===== src/rtl/fetch_pkg.sv =====
// rtl/fetch_pkg.sv - shared state encoding and instruction constants for the fetch sequencer
package fetch_pkg;

    typedef enum logic [1:0] {
        ST_IDLE  = 2'd0,
        ST_FETCH = 2'd1,
        ST_HALT  = 2'd2
    } fetch_state_e;

    localparam logic [31:0] INSN_NOP    = 32'h00000013;
    localparam logic [31:0] INSN_EBREAK = 32'h00100073;

    // Byte stride between consecutive instruction words
    localparam int unsigned PC_INC = 4;

endpackage


===== src/rtl/fetch_perf_counter.sv =====
// rtl/fetch_perf_counter.sv - 16-bit saturating event counter with enable
module fetch_perf_counter (
    input  logic        clk,
    input  logic        rst,
    input  logic        en,
    output logic [15:0] count
);

    logic [15:0] count_q;
    logic [15:0] count_d;

    // Count enabled events, sticking at all-ones instead of wrapping
    always_comb begin
        count_d = count_q;
        if (en && (count_q != 16'hFFFF)) begin
            count_d = count_q + 16'd1;
        end
    end

    // Counter register
    always_ff @(posedge clk or posedge rst) begin
        if (rst) begin
            count_q <= 16'd0;
        end else begin
            count_q <= count_d;
        end
    end

    assign count = count_q;

endmodule


===== src/rtl/fetch_sequencer.sv =====
// rtl/fetch_sequencer.sv - PC owner and imem fetch sequencer; IFETCH_PERF_CNT_EN adds transfer/stall counters
module fetch_sequencer
    import fetch_pkg::*;
#(
    parameter int                 ADDR_W    = 8,
    parameter int                 DATA_W    = 32,
    parameter logic [ADDR_W-1:0]  RESET_PC  = '0,
    parameter logic [DATA_W-1:0]  HALT_INSN = DATA_W'(INSN_EBREAK)
) (
    input  logic              clk,
    input  logic              rst,
    input  logic              run_en,
    output logic [ADDR_W-1:0] imem_addr,
    input  logic [DATA_W-1:0] imem_rdata,
    output logic              out_valid,
    input  logic              out_ready,
    output logic [DATA_W-1:0] out_instr,
    output logic [ADDR_W-1:0] out_pc,
    input  logic              redirect_valid,
    input  logic [ADDR_W-1:0] redirect_target,
`ifdef IFETCH_PERF_CNT_EN
    output logic [15:0]       fetch_count,
    output logic [15:0]       stall_count,
`endif
    output logic              halted
);

    fetch_state_e      state_q, state_d;
    logic [ADDR_W-1:0] pc_q, pc_d;
    logic              out_valid_q, out_valid_d;
    logic [DATA_W-1:0] out_instr_q, out_instr_d;
    logic [ADDR_W-1:0] out_pc_q, out_pc_d;

    logic load;
    logic xfer;

    // A flush in the same cycle as out_ready discards the instruction, so it is not a transfer
    assign xfer = out_valid_q && out_ready && !redirect_valid;
    assign load = (state_q == ST_FETCH) && run_en && !redirect_valid
                  && (!out_valid_q || out_ready);

    // State register
    always_ff @(posedge clk or posedge rst) begin
        if (rst) begin
            state_q <= ST_IDLE;
        end else begin
            state_q <= state_d;
        end
    end

    // Next state: redirect overrides everything, including HALT
    always_comb begin
        state_d = state_q;
        if (redirect_valid) begin
            state_d = run_en ? ST_FETCH : ST_IDLE;
        end else begin
            case (state_q)
                ST_IDLE:  if (run_en) state_d = ST_FETCH;
                ST_FETCH: begin
                    if (!run_en) begin
                        state_d = ST_IDLE;
                    end else if (load && (imem_rdata == HALT_INSN)) begin
                        state_d = ST_HALT;
                    end
                end
                ST_HALT:  state_d = ST_HALT;
                default:  state_d = ST_IDLE;
            endcase
        end
    end

    // State-decoded outputs
    always_comb begin
        halted = (state_q == ST_HALT);
    end

    // PC and output-slot update: flush on redirect, fill on load, drain on bare transfer
    always_comb begin
        pc_d        = pc_q;
        out_valid_d = out_valid_q;
        out_instr_d = out_instr_q;
        out_pc_d    = out_pc_q;
        if (redirect_valid) begin
            pc_d        = {redirect_target[ADDR_W-1:2], 2'b00};
            out_valid_d = 1'b0;
        end else if (load) begin
            out_instr_d = imem_rdata;
            out_pc_d    = pc_q;
            out_valid_d = 1'b1;
            pc_d        = pc_q + ADDR_W'(PC_INC);
        end else if (xfer) begin
            out_valid_d = 1'b0;
        end
    end

    // Datapath registers
    always_ff @(posedge clk or posedge rst) begin
        if (rst) begin
            pc_q        <= RESET_PC;
            out_valid_q <= 1'b0;
            out_instr_q <= '0;
            out_pc_q    <= '0;
        end else begin
            pc_q        <= pc_d;
            out_valid_q <= out_valid_d;
            out_instr_q <= out_instr_d;
            out_pc_q    <= out_pc_d;
        end
    end

    assign imem_addr = pc_q;
    assign out_valid = out_valid_q;
    assign out_instr = out_instr_q;
    assign out_pc    = out_pc_q;

`ifdef IFETCH_PERF_CNT_EN
    logic stall;
    assign stall = out_valid_q && !out_ready;

    fetch_perf_counter u_fetch_cnt (
        .clk   (clk),
        .rst   (rst),
        .en    (xfer),
        .count (fetch_count)
    );

    fetch_perf_counter u_stall_cnt (
        .clk   (clk),
        .rst   (rst),
        .en    (stall),
        .count (stall_count)
    );
`endif

endmodule

===== config.mk =====
export PLATFORM = sky130hd
export DESIGN_NAME = fetch_sequencer
export DESIGN_NICKNAME = d
export VERILOG_FILES = /design/src/rtl/fetch_pkg.sv /design/src/rtl/fetch_perf_counter.sv /design/src/rtl/fetch_sequencer.sv
export SDC_FILE = /design/constraint.sdc
export NUM_CORES = 1
export LEC_CHECK = 0
export CAP_MARGIN = 20
export CORE_ASPECT_RATIO = 0.8
export CORE_UTILIZATION = 41
export DETAILED_ROUTE_END_ITERATION = 16
export GPL_TIMING_DRIVEN = 0
export PLACE_DENSITY = 0.87
export SLEW_MARGIN = 10
export SYNTH_ARGS = -nofsm -noshare
export SYNTH_HDL_FRONTEND = slang
export SYNTH_SLANG_ARGS = --single-unit

===== constraint.sdc =====
create_clock -name clk -period 1.8 [get_ports clk]
set_clock_uncertainty 0.05 [all_clocks]
set_input_delay 0.54 -clock clk [delete_from_list [all_inputs] [get_ports clk]]
set_output_delay 0.54 -clock clk [all_outputs]
set_load 0.01 [all_outputs]

Yosys cells after proc, flatten, opt, wreduce, memory -nomap -nowiden. Index checks and enable logic that the tools add are counted.

Reductions and logical operators: 14. Add/subtract/negate cells: 1. Equal/unequal tests: 5. Bitwise logic cells: 1. Mux-type cells: 11.

Operator list (number): $eq A32 B21 Y1 const B (1); $mux W8 (2); $add A8 B3 Y8 const B (1); $mux W2 (4); $logic_and A1 B1 Y1 (6); $pmux W2 S3 (1); $mux W1 (4); $ne A4 B3 Y1 const B (1); $reduce_and A2 Y1 (2); $ne A3 B3 Y1 const B (1); $reduce_bool A3 Y1 (1); $eq A2 B1 Y1 const B (1); $eq A2 B2 Y1 const B (1); $logic_not A1 Y1 (2); $logic_not A2 Y1 (1); $reduce_bool A2 Y1 (1); $logic_or A1 B1 Y1 (1); $not A1 Y1 (1).

Flip-flop bits (word level): 51. Logic and storage cells: 37. Bits of input ports: 45.

Longest topological paths before layout. Gate-level depths: netlist (run 1).

Depth in word-level cells: 9. Depth in mapped cells: 6. Depth with buffers taken out: 5.

Worst setup path before layout (run 1). OpenSTA, ideal clock, no wires.

Kind: input -> register. Start point: in out_ready. End point: reg out_instr_q[0], in the netlist out_instr[0]. Buffers on the path: 3. Stages on the path: 6. Arrival: 1.475 ns. Path slack: 0.150 ns. Library setup time: 0.125 ns. Cells stage by stage: nor2b_2 > buf_6 > nor3_4 > buf_6 > buf_8 > mux2_2.

Cells in the longest elaborated chain, start to end: 3.

RTL lines: from (decl) (line fetch_sequencer.sv:16) `input logic out_ready,`; $logic_or A1 B1 Y1 (line fetch_sequencer.sv:40) `&& (!out_valid_q || out_ready);`; $logic_and A1 B1 Y1 (line fetch_sequencer.sv:40); $reduce_and A2 Y1 (no line); to (signal assigned) (line fetch_sequencer.sv:106) `out_instr_q <= out_instr_d;`; to (decl) (line fetch_sequencer.sv:31) `logic [DATA_W-1:0] out_instr_q, out_instr_d;`.

No other way between the ends. A chain may end at the register's enable or synchronous reset.

Worst setup path in the final report (run 1).
Start point: reg out_pc_q[3], in the netlist out_pc[3]. End point: out out_pc[3].

RTL lines: from (decl) (line fetch_sequencer.sv:32) `logic [ADDR_W-1:0] out_pc_q, out_pc_d;`; from (signal assigned) (line fetch_sequencer.sv:107) `out_pc_q <= out_pc_d;`; to (decl) (line fetch_sequencer.sv:18) `output logic [ADDR_W-1:0] out_pc,`.

No word-level cell between the ends.

==> run summary, run 1 <==
outcome -> complete, no violations
Ys Warns -> 0
post-route setup slack -> 0.0315 ns
Final Hold Viols -> 0
f_max -> 0.565 GHz
sequential cell area fraction in the yosys report -> 57.4%
Pleak -> 0.00185 uW
largest net degree at the start of global routing -> 26
unrepaired setup endpoints after global routing -> false
Worst Hold End -> out_instr[3]
Worst Tran Pin Value -> 0.574 ns
routed wire length -> 4.96 mm
crit-path max cell delay -> 0.54 ns
Peak supply drop -> 0.561 mV
CP cell instances -> clkdlybuf4s50_1
Worst path slowest cell -> clkdlybuf4s50_1
Distinct cells, synth -> 30
TritonCTS buffer count -> 5
Final GP Congestion -> 0.746
number of remaining DRC errors -> 0
final setup vio count -> 0
Final Critical Period -> 1.77 ns
global-route usage over all layers -> 19.7%
Syn-to-layout area delta -> 67.2%
CP Max Fanout -> 2
initial DRC count -> 28
reg2reg path depth -> 5
max-cap violations -> 0
Die Span Y -> 65.3 um
relative slew slack -> 61.7%
fill count -> 338
nets@finish -> 298
hold_sp -> out_instr[3]
Final ANT Viol Nets -> 0
port bufs -> 88
# IOs -> 95
DR pass1 iterations -> 4
Top Family by Delay on Critical Path -> buffers and inverters
clk sinks -> 47
Vias/cell -> 4.89
Hold Crit Class -> flip-flop to flip-flop
Congestion Overflow GR -> 0
wire per inst -> 15.9 um
first-pass GRT wire length -> 7.71 mm
Worst Setup Slack post-DPL -> -0.508 ns
hpwl dp -> 3.55 mm
initial antenna violation count -> 0
hold path depth -> 1
final slew viol count -> 0
Crit path required time -> 1.21 ns
ANT cells -> 0
Worst-Skew Late Latency -> 0.29 ns
multi-input combinational cell area -> 843 um2
Die X-Extent -> 81.1 um
Worst setup SP type -> flip-flop
Post-Syn Area -> 0.00205 mm2
clock root buffer -> clkbuf_8
layout cell share with drive strength beyond 1 -> 30.8%
FP Rows -> 22
crit path kind -> flip-flop to primary output
Mean Syn Cell Area -> 14.0 um2
die area -> 0.00529 mm2
internal reg-to-reg setup slack -> 0.10 ns
Sum Neg Setup Slack -> 0 ns
clock buffer depth -> 2
Cells after Synth -> 146
Critical Path AT -> 1.18 ns
Synth Register Bits -> 47
WP buf/inv -> 1
Clk pin slew, worst setup/hold paths -> 0.09 ns
worst r2r src -> state_q[1]
CTS tree -> yes
PD cells -> 889 mW/mm2
Final Cell Area -> 0.00343 mm2
vias in the first global route -> 1585
via count -> 1532
htree depth -> 2
final worst-path cycle share -> 98.3%
area of the core -> 0.00471 mm2
Starting Density -> 43.6%
sequential cell area -> 0.00118 mm2
DP Area -> 0.00305 mm2
crit path capture type -> primary output
Worst R2R End -> out_instr[21]
-- flip-flops by register name, summed over array words and instances (netlist names) --
signal,cells
imem_addr,6
out_instr,32
out_pc,6
out_valid,1
state_q,2
-- stage by stage --
step	util, %	total power [uW]	hold WS (ns)	cells
4_1_cts	70.3	3120	0.464	313
5_1_grt	72.8	3200	0.472	313
3_5_place_dp	64.7	2300	0.444	298
3_3_place_gp	64.1	2260	0.438	297
2_1_floorplan	-	1730	0.501	149
6_report	72.8	3050	0.455	313
-- cell usage in the layout (no fill, tap or decap), types with 2 or more instances in the layout --
cell | netlist | final
nand2_1 | 6 | 6
dlygate4sd2_1 | 0 | 14
clkbuf_8 | 0 | 6
conb_1 | 1 | 4
buf_4 | 5 | 10
inv_1 | 4 | 3
nor2_1 | 4 | 4
mux2_2 | 39 | 38
nor4_2 | 1 | 2
xnor2_1 | 4 | 4
nor3_1 | 2 | 2
buf_8 | 2 | 2
dlymetal6s2s_1 | 0 | 44
nand4_1 | 2 | 2
nand3_1 | 2 | 2
nor4_4 | 0 | 2
o21ai_0 | 6 | 6
clkdlybuf4s50_1 | 0 | 28
nor4_1 | 5 | 2
bufbuf_16 | 0 | 2
dfrtp_1 | 47 | 47
-- report_power, final --
| group | internal, uW | leakage (uW) | total [uW] | switching [uW] |
|---|---|---|---|---|
| clock | 450 | 0.0000612 | 803 | 353 |
| combinational | 559 | 0.00122 | 897 | 338 |
| sequential | 1250 | 0.000564 | 1350 | 98.7 |
-- synth_stat cells (all sizes together) --
| cell type | number | area [um2] |
|---|---|---|
| nor4bb | 1 | 10.0 |
| nand3 | 2 | 10.0 |
| nor3 | 3 | 26.3 |
| ha | 1 | 12.5 |
| nor2 | 4 | 15.0 |
| or4b | 1 | 13.8 |
| nor3b | 1 | 7.51 |
| mux2 | 39 | 439 |
| clkbuf | 1 | 3.75 |
| conb | 1 | 3.75 |
| nor2b | 1 | 8.76 |
| buf | 9 | 90.1 |
| dfrtp | 47 | 1180 |
| nand3b | 1 | 20.0 |
| nand2 | 6 | 22.5 |
| xor2 | 1 | 8.76 |
| nor4b | 1 | 8.76 |
| and4b | 1 | 11.3 |
| a21oi | 1 | 5.00 |
| a32o | 1 | 11.3 |
| inv | 4 | 15.0 |
| xnor2 | 4 | 35.0 |
| mux2i | 1 | 10.0 |
| o21ai | 6 | 30.0 |
| nor4 | 6 | 43.8 |
| nand4 | 2 | 12.5 |
-- routing by layer --
layer | track usage (%) | wire length (um) | share of wire [%] | vias to the layer above
li1 | - | - | - | 726
met3 | 4.86 | 328 | 6.6 | 2
met5 | 0 | 0 | 0 | -
met2 | 32.6 | 2390 | 48 | 52
met4 | 3.35 | 8 | 0.16 | 0
met1 | 26.4 | 2230 | 45 | 752
-- logic make-up (layout without fill, tap and decap cells) --
kind of cell | Yosys count | after routing | share of synthesized area, %
DFF | 47 | 47 | 57.4
muxes | 40 | 40 | 21.9
and+or+nand+nor | 30 | 30 | 10.3
buffers and inverters | 14 | 118 | 5.31
AOI/OAI and AO/OA | 8 | 8 | 2.26
xor gates and xnor gates | 5 | 5 | 2.14
adders and majority gates | 1 | 1 | 0.610
other | 1 | 4 | 0.183
-- worst max path at each step --
| stage | from | endpoint | slack, ns | cells after the start |
|---|---|---|---|---|
| after floorplan | rst | imem_addr[2] | 0.09 | 1 |
| after global placement | rst | out_pc[4] | -0.82 | 2 |
| after CTS | out_instr[29] | out_instr[29] | 0.001 | 1 |
| after global routing | out_pc[3] | out_pc[3] | 0.0003 | 1 |
| after detailed placement | run_en | out_instr[29] | -0.51 | 6 |
| final | out_pc[3] | out_pc[3] | 0.03 | 1 |
-- area by class of cell --
type / instances / share of cell area, %
Sequential cell: 47 / 34.3
Clock inverter: 2 / 1.02
Timing Repair Buffer: 97 / 32.6
Multi-Input combinational cell: 88 / 24.6
Buffer: 9 / 2.41
Tap cell: 60 / 2.19
Clock buffer: 6 / 2.41
Inverter: 4 / 0.438
-- repair_timing --
action	4_1_cts	5_1_grt
pin swaps	7	10
buffers inserted	6	0
gates resized for setup	25	48
endpoints found under the hold margin	0	0
cloned	2	0
hold buffers	0	0
endpoints found under the setup margin	49	52
Power figures use the tool's default switching activity.
==> run 2, diff against run 1 <==
Settings changed: GPL_ROUTABILITY_DRIVEN from default to 0.
==> results of run 2 <==
The final DEF is identical to that of run 1; final timing and power are the same.
==> run 3, diff against run 2 <==
Settings changed: GPL_TIMING_DRIVEN 0 to 1, RECOVER_POWER from default to 25.
==> run summary, run 3 (synthesized netlist as in run 1, its figures left out) <==
multi-input combinational cell area -> 852 um2
number of remaining DRC errors -> 0
sequential cell area -> 0.00118 mm2
Die Span Y -> 65.3 um
initial DRC count -> 21
Starting Density -> 43.6%
max-cap violations -> 0
Die X-Extent -> 81.1 um
final slew viol count -> 0
final setup vio count -> 0
area of the core -> 0.00471 mm2
Crit path required time -> 1.99 ns
# IOs -> 95
routed wire length -> 5.02 mm
via count -> 1562
Worst setup SP type -> primary input
clock buffer depth -> 2
TritonCTS buffer count -> 5
die area -> 0.00529 mm2
Syn-to-layout area delta -> 62.6%
fin cells -> 315
post-route setup slack -> 0.00894 ns
Peak supply drop -> 0.646 mV
hpwl dp -> 3.68 mm
outcome -> complete, no violations
Hold Crit Class -> flip-flop to flip-flop
final core occ -> 70.8%
Final ANT Viol Nets -> 0
max FFs per register -> 32
Final Cell Area -> 0.00333 mm2
crit path capture type -> flip-flop
Worst-Skew Late Latency -> 0.29 ns
CTS tree -> yes
vias in the first global route -> 1579
clk sinks -> 47
most common cell after layout, fill and taps aside -> dfrtp_1
wire per inst -> 15.9 um
worst hold margin -> 0.455 ns
crit path kind -> primary input to flip-flop
global-route usage over all layers -> 19.8%
fill count -> 359
FP Rows -> 22
nets@finish -> 301
initial antenna violation count -> 0
unrepaired setup endpoints after global routing -> true
Critical Path AT -> 1.98 ns
CP Max Fanout -> 2
ANT cells -> 0
htree depth -> 2
port bufs -> 88
Congestion Overflow GR -> 0
Post-Place Cells -> 304
most frequent cells in the layout -> 47 x dfrtp_1, 39 x mux2_2, 34 x dlymetal6s2s_1, 30 x clkdlybuf4s50_1, 22 x dlygate4sd2_1
clock root buffer -> clkbuf_8
first-pass GRT wire length -> 7.73 mm
Final Hold Viols -> 0
final worst-path cycle share -> 99.5%
Clk pin slew, worst setup/hold paths -> 0.09 ns
PD cells -> 887 mW/mm2
DP Area -> 0.00308 mm2
Final Critical Period -> 1.79 ns
internal reg-to-reg setup slack -> 0.22 ns
layout cell share with drive strength beyond 1 -> 31.4%
f_max -> 0.558 GHz
Worst Setup Slack post-DPL -> -0.453 ns
Worst Tran Pin Value -> 0.635 ns
largest net degree at the start of global routing -> 17
Pleak -> 0.00174 uW
DR pass1 iterations -> 4
relative slew slack -> 57.6%
Vias/cell -> 4.96
==> run 3: cell types whose count changed in the layout (fill, tap and decap cells not counted), sizes merged <==
cell / before / now
bufbuf: 2 / 0
dlygate4sd3: 0 / 1
clkinv: 1 / 0
dlygate4sd2: 14 / 22
dlymetal6s2s: 44 / 34
buf: 15 / 19
clkdlybuf4s50: 28 / 30
==> run 3: power by group <==
part	internal, uW	total [uW]	switching, uW
logic	535	876	341
clock network	407	737	330
registers	1250	1340	93.9
==> run 3: through the flow <==
stage / setup TNS, ns / total power, uW
2_1_floorplan: 0 / 1730
3_3_place_gp: -15.25 / 2280
3_5_place_dp: -14.74 / 2300
4_1_cts: -0.00522 / 3030
5_1_grt: -0.0535 / 3110
6_report: 0 / 2960
==> run 3: final cells by class <==
| type | count | share of cell area (%) |
|---|---|---|
| multi-input combinational | 88 | 25.6 |
| clock inverter | 1 | 0.901 |
| timing repair buffer | 109 | 33.4 |
| tap | 60 | 2.25 |
| inverter | 4 | 0.450 |
| sequential | 47 | 35.3 |
| clock buffer | 6 | 2.18 |
==> run 3: worst max-delay path: stages <==
cell and delay [ns]:
clkdlybuf4s50_1 0.49, or4b_4 0.48, nor4_4 0.25, a32o_2 0.21
==> run 3: path summary, 6_finish.rpt <==
kind	startpoint	endpoint	depth (start not counted)
max reg2reg	state_q[1]	out_instr[30]	4
min reg2reg	out_instr[4]	out_instr[4]	1
min	out_instr[4]	out_instr[4]	1
min in group asynchronous	rst	state_q[1]	2
max in group asynchronous	rst	out_instr[6]	3
max	imem_rdata[20]	state_q[1]	4
==> run 3: what timing repair did <==
item / in CTS / in global routing
buffers inserted: 4 / 0
endpoints found under the setup margin: 53 / 60
pin swaps: 7 / 6
gates resized for setup: 30 / 42
hold buffers: 0 / 0
==> run 3: routing by layer <==
| metal | vias up | part of all wire (%) | track usage [%] | wire length [um] |
|---|---|---|---|---|
| met4 | 0 | 0.36 | 5.36 | 18 |
| met5 | - | 0 | 0 | 0 |
| met3 | 2 | 7.1 | 5.83 | 359 |
| li1 | 735 | - | - | - |
| met2 | 55 | 51 | 33.3 | 2580 |
| met1 | 770 | 41 | 24.8 | 2060 |
